File: config.mk
export PLATFORM = sky130hd
export DESIGN_NAME = fc_layer_par
export DESIGN_NICKNAME = d
export VERILOG_FILES = /design/src/rtl/fc_layer_par.sv
export SDC_FILE = /design/constraint.sdc
export NUM_CORES = 2
export LEC_CHECK = 0
export ABC_AREA = 0
export BUFFER_PORTS_ARGS = -buffer_cell sky130_fd_sc_hd__buf_2
export CAP_MARGIN = 5
export CORE_UTILIZATION = 65
export CTS_BUF_LIST = sky130_fd_sc_hd__clkbuf_4 sky130_fd_sc_hd__clkbuf_8
export CTS_CLUSTER_SIZE = 28
export DETAILED_ROUTE_END_ITERATION = 10
export PLACE_DENSITY_LB_ADDON = 0.3
export REMOVE_ABC_BUFFERS = 1
export SETUP_SLACK_MARGIN = 0.05
export SYNTH_ARGS = -nofsm -noshare
export SYNTH_HDL_FRONTEND = slang
export SYNTH_SLANG_ARGS = --single-unit
File: constraint.sdc
create_clock -name clk -period 14.7 [get_ports clk]
set_clock_uncertainty 0.2 [all_clocks]
set_input_delay 2.94 -clock clk [delete_from_list [all_inputs] [get_ports clk]]
set_output_delay 2.94 -clock clk [all_outputs]
set_load 0.02 [all_outputs]
File: src/rtl/fc_layer_par.sv
// Fully-connected layer y = act(W*x + b) with P parallel MAC lanes and a P-entry output bank.
// Row groups are computed while the previous group drains from the bank.
module fc_layer_par #(
    parameter int unsigned M    = 8,
    parameter int unsigned N    = 4,
    parameter int unsigned T    = 16,
    parameter int unsigned P    = 2,
    parameter int unsigned RELU = 1,
    parameter int unsigned SAT  = 1,
    localparam int unsigned WAW = (M * N > 1) ? $clog2(M * N) : 1,
    localparam int unsigned BAW = (M > 1) ? $clog2(M) : 1
) (
    input  logic           clk,
    input  logic           reset,
    input  logic           s_valid,
    output logic           s_ready,
    input  logic [T-1:0]   data_in,
    output logic           m_valid,
    input  logic           m_ready,
    output logic [T-1:0]   data_out,
    input  logic           w_wr_en,
    input  logic [WAW-1:0] w_addr,
    input  logic [T-1:0]   w_data,
    input  logic           b_wr_en,
    input  logic [BAW-1:0] b_addr,
    input  logic [T-1:0]   b_data,
    output logic           busy
);
    localparam int unsigned G    = M / P;
    localparam int unsigned GW   = (G > 1) ? $clog2(G) : 1;
    localparam int unsigned KW   = $clog2(N + 1);
    localparam int unsigned NAW  = (N > 1) ? $clog2(N) : 1;
    localparam int unsigned PW   = (P > 1) ? $clog2(P) : 1;
    localparam int unsigned ACCW = 2 * T + $clog2(N + 1);

    localparam logic signed [ACCW-1:0] MaxV = {{(ACCW - T + 1){1'b0}}, {(T - 1){1'b1}}};
    localparam logic signed [ACCW-1:0] MinV = {{(ACCW - T + 1){1'b1}}, {(T - 1){1'b0}}};

    if (P < 1 || P > M || (M % P) != 0) begin : g_bad_cfg
        $error("fc_layer_par: M must be a non-zero multiple of P");
    end

    typedef enum logic [1:0] {StLoad, StCompute, StFinal} state_e;

    state_e                 state_q, state_d;
    logic [KW-1:0]          cnt_q, cnt_d;
    logic [KW-1:0]          k_q, k_d;
    logic [GW-1:0]          g_q, g_d;
    logic                   run_q;
    logic signed [ACCW-1:0] acc_q [P];
    logic signed [ACCW-1:0] acc_d [P];
    logic [T-1:0]           bank_q [P];
    logic [T-1:0]           bank_d [P];
    logic                   full_q, full_d;
    logic [PW-1:0]          rd_q, rd_d;

    logic [T-1:0]           w_mem [M*N];
    logic [T-1:0]           b_mem [M];
    logic [T-1:0]           x_mem [N];
    logic signed [T-1:0]    w_rd_q [P];
    logic signed [T-1:0]    b_rd_q [P];
    logic signed [T-1:0]    x_rd_q;

    logic [WAW-1:0]         w_raddr [P];
    logic [BAW-1:0]         b_raddr [P];
    logic signed [2*T-1:0]  prod [P];
    logic signed [ACCW-1:0] act_v [P];
    logic [T-1:0]           res [P];
    logic                   issue;
    logic                   bank_free;

    // run_q keeps s_ready low until the first edge after reset release.
    assign s_ready   = run_q && (state_q == StLoad) && (cnt_q != KW'(N));
    assign m_valid   = full_q;
    assign data_out  = full_q ? bank_q[rd_q] : '0;
    assign busy      = !((state_q == StLoad) && (cnt_q == '0) && !full_q);
    assign issue     = (state_q == StCompute) && (k_q < KW'(N));
    assign bank_free = !full_q || (m_ready && (rd_q == PW'(P - 1)));

    always_comb begin
        for (int l = 0; l < int'(P); l++) begin
            w_raddr[l] = WAW'((int'(g_q) * int'(P) + l) * int'(N) + int'(k_q));
            b_raddr[l] = BAW'(int'(g_q) * int'(P) + l);
            prod[l]    = w_rd_q[l] * x_rd_q;
        end
    end

    always_comb begin
        for (int l = 0; l < int'(P); l++) begin
            act_v[l] = acc_q[l];
            if (RELU != 0 && acc_q[l][ACCW-1]) begin
                act_v[l] = '0;
            end
            res[l] = act_v[l][T-1:0];
            if (SAT != 0) begin
                if (act_v[l] > MaxV) begin
                    res[l] = MaxV[T-1:0];
                end else if (act_v[l] < MinV) begin
                    res[l] = MinV[T-1:0];
                end
            end
        end
    end

    // Memories are not reset; reads are registered one cycle behind the issue column.
    always_ff @(posedge clk) begin
        if (w_wr_en && !busy) begin
            w_mem[w_addr] <= w_data;
        end
        if (b_wr_en && !busy) begin
            b_mem[b_addr] <= b_data;
        end
        if (s_valid && s_ready) begin
            x_mem[NAW'(cnt_q)] <= data_in;
        end
        if (issue) begin
            x_rd_q <= x_mem[NAW'(k_q)];
            for (int l = 0; l < int'(P); l++) begin
                w_rd_q[l] <= w_mem[w_raddr[l]];
                b_rd_q[l] <= b_mem[b_raddr[l]];
            end
        end
    end

    always_comb begin
        state_d = state_q;
        cnt_d   = cnt_q;
        k_d     = k_q;
        g_d     = g_q;
        acc_d   = acc_q;
        bank_d  = bank_q;
        full_d  = full_q;
        rd_d    = rd_q;

        if (full_q && m_ready) begin
            if (rd_q == PW'(P - 1)) begin
                full_d = 1'b0;
                rd_d   = '0;
            end else begin
                rd_d = rd_q + 1'b1;
            end
        end

        unique case (state_q)
            StLoad: begin
                if (cnt_q == KW'(N)) begin
                    state_d = StCompute;
                    k_d     = '0;
                end else if (s_valid && s_ready) begin
                    cnt_d = cnt_q + 1'b1;
                end
            end
            StCompute: begin
                // k_q >= 1 consumes column k_q-1; the first data cycle presets with the bias.
                if (k_q != '0) begin
                    for (int l = 0; l < int'(P); l++) begin
                        acc_d[l] = ((k_q == KW'(1)) ? {{(ACCW - T){b_rd_q[l][T-1]}}, b_rd_q[l]}
                                                    : acc_q[l])
                                   + {{(ACCW - 2 * T){prod[l][2*T-1]}}, prod[l]};
                    end
                end
                if (k_q == KW'(N)) begin
                    state_d = StFinal;
                end else begin
                    k_d = k_q + 1'b1;
                end
            end
            StFinal: begin
                if (bank_free) begin
                    bank_d = res;
                    full_d = 1'b1;
                    rd_d   = '0;
                    if (g_q == GW'(G - 1)) begin
                        state_d = StLoad;
                        cnt_d   = '0;
                        g_d     = '0;
                    end else begin
                        state_d = StCompute;
                        g_d     = g_q + 1'b1;
                        k_d     = '0;
                    end
                end
            end
            default: state_d = StLoad;
        endcase
    end

    always_ff @(posedge clk or posedge reset) begin
        if (reset) begin
            state_q <= StLoad;
            cnt_q   <= '0;
            k_q     <= '0;
            g_q     <= '0;
            run_q   <= 1'b0;
            full_q  <= 1'b0;
            rd_q    <= '0;
            for (int l = 0; l < int'(P); l++) begin
                acc_q[l]  <= '0;
                bank_q[l] <= '0;
            end
        end else begin
            state_q <= state_d;
            cnt_q   <= cnt_d;
            k_q     <= k_d;
            g_q     <= g_d;
            run_q   <= 1'b1;
            full_q  <= full_d;
            rd_q    <= rd_d;
            acc_q   <= acc_d;
            bank_q  <= bank_d;
        end
    end
endmodule

==> results.md <==
* Chip width at 301.4 um
* Num CTS Buffers at 143
* Setup_tns at 0 ns
* Worst-skew pair later-pin latency at 0.84 ns
* GP Congestion at 0.9185
* Buffers added on ports at 80
* Layout cells sized above 1 at 14.44%
* Worst Path Required at 15.26 ns
* Residual DRC at 4
* Fraction of registers with async set/reset at 12.79%
* # resized after CTS at 0
* Worst Max-Slew Pin Slew at 1.064 ns
* H-tree depth at 4
* Crit path launch type: register
* # hold bufs at CTS at 0
* Row count at 109
* Status: finished, violations left
* Clk sinks at 899
* Initial Utilization at 65.73%
* DP Wirelength at 93790 um
* CTS tree: built
* Failing checks: design-rule violations
* Via Count at 35776
* Relative slew slack at 29.09%
* Most common cell after layout, fill and taps aside: edfxtp_1
* Bufs on Longest Clock Path at 3
* Top cells by area, synth: edfxtp_1, fa_1, mux4_2
* Die Y at 301.4 um
* GRT overflow at 0
* Cells after synthesis at 4485
* CP most frequent cell: fa_1
* Final period utilization at 62.83%
* CTS clock-pin slew for the worst setup and hold paths at 0.06 ns
* Top_reg_cell synth: edfxtp_1
* Crit path capture type: register
* RSZ-0062 raised after global routing: no
* Sequential area share after synthesis at 45.34%
* Post-synth top area share at 40.40%
* Nets at 5429
* Critical Setup Path Class: register to register
* Drt first pass iters at 9
* Max-cap violations at 0
* Worst min path class: register to register
* Die footprint at 90850 um2
* Slew Viols, Final at 0
* Largest net degree at the start of global routing at 80
* Io pins at 81
* Hold WS at 0.2787 ns
* Setup violations, final at 0
* Worst Path Arrival at 9.80 ns
* Final Hold Viols at 0
* Post-synth EDFFs at 784
* Wire per inst at 22.76 um
* Area Overhead vs Synth at 7.799%
* Vias in the first global route at 37913
* Core Util, Final at 70.86%
* Via/cell ratio at 6.090
* Leading area contributor after synthesis: edfxtp_1
* Final critical-path required period at 9.236 ns
* Synth cell types at 71
* Seq cells post-synth at 899
* Commonest non-fill, non-tap cells in the layout: edfxtp_1, inv_1, nand2_1, fa_1, and2_1
* Synth warn at 0
* Fmax at 108.3 MHz
* # Post-CTS Setup Buffers at 0
* Max FO, Critical Path at 16
* Core ar. at 88650 um2
* Post-synth design cell area at 58270 um2
* Largest stage delay on the critical path at 0.95 ns
* First-pass GRT wire length at 211000 um
* Iter 0 DRT Violations at 3166
* Antenna Nets Post-Route at 0
* Drt total wl at 133700 um
* Root buffer cell: clkbuf_8
* Slowest CP cell: edfxtp_1
* Antenna violations before repair at 2
* Synth Area per Inst at 12.99 um2
* Tot GR Track Use at 30.92%
worst max-delay path, delay by kind of cell, from the launching register on:
kind            cells  cell delay [ns]
buf+inv             5             0.28
compound gates     17             3.28
xor+xnor            1             0.10
simple gates        3             0.71
flops               1             0.95
fa+ha+maj           8             3.63
cell type report:
class	count	area [um2]
antenna	2	5.005
clock buffer	192	2374
clock inverter	61	367.9
fill	5876	25830
inverter	627	2356
multi-input combinational	2770	28830
sequential	899	26430
tap	1165	1458
timing repair buffer	159	993.5
layer usage:
metal  vias to the layer above  global-route usage (%)  share of wire [%]
met5                         -                       0             0.0097
met4                         2                   13.29                4.1
met3                       365                   5.540                7.6
met2                      1657                   51.22                 50
met1                     18184                   40.56                 38
li1                      15568                       -                  -
path summary, 6_finish.rpt:
kind,from,to,slack (ns),depth (start not counted)
worst max-delay path,w_rd_q[0][6],acc_q[69],5.46,34
worst min-delay path,bank_q[27],bank_q[27],0.28,2
min in group asynchronous,reset,acc_q[21],2.01,2
max in group asynchronous,reset,g_q[0],10.81,3
worst max register to register,w_rd_q[0][6],acc_q[69],5.46,34
worst min register to register,bank_q[27],bank_q[27],0.28,2
per-stage QoR:
step	setup WS (ns)	cells	area, um2
6_report	5.464	5875	62820
4_1_cts	5.527	5873	62810
3_5_place_dp	5.554	5620	60070
2_1_floorplan	3.790	4296	57560
5_1_grt	4.883	5873	62810
3_3_place_gp	5.689	5620	60070
kinds of logic after synthesis:
group / Yosys count / share of synthesized area [%]
multiplexers: 292 / 10.24
flip-flops: 899 / 45.34
AO/OA/AOI/OAI: 437 / 4.795
adder cells (fa/ha/maj): 767 / 23.25
buffers and inverters: 816 / 5.261
XOR/XNOR: 129 / 1.939
AND/OR/NAND/NOR: 1144 / 9.169
other: 1 / 0.006435
state kept, by name, summed over array words and instances (netlist names):
| signal | cells |
|---|---|
| cnt_q | 3 |
| b_mem | 128 |
| run_q | 1 |
| m_valid | 1 |
| b_rd_q | 32 |
| x_rd_q | 16 |
| state_q | 2 |
| g_q | 2 |
| rd_q | 1 |
| x_mem | 64 |
| acc_q | 70 |
| w_mem | 512 |
| bank_q | 32 |
| k_q | 3 |
| w_rd_q | 32 |
cell usage after synthesis (35+ instances only):
library cell    n
ha_1          241
a21oi_1       106
mux4_2        240
xor2_1         37
nand2b_1       37
o21ai_0       115
dfrtp_1       115
nand2_1       574
nor2_1        156
o31ai_1        36
and2_1        247
inv_1         625
mux2_2         35
fa_1          526
a21o_1         59
clkbuf_1      155
edfxtp_1      784
xnor2_1        92
Power is not shown: default switching activity piles up to over one toggle a cycle in this logic, so the estimate is an artifact.
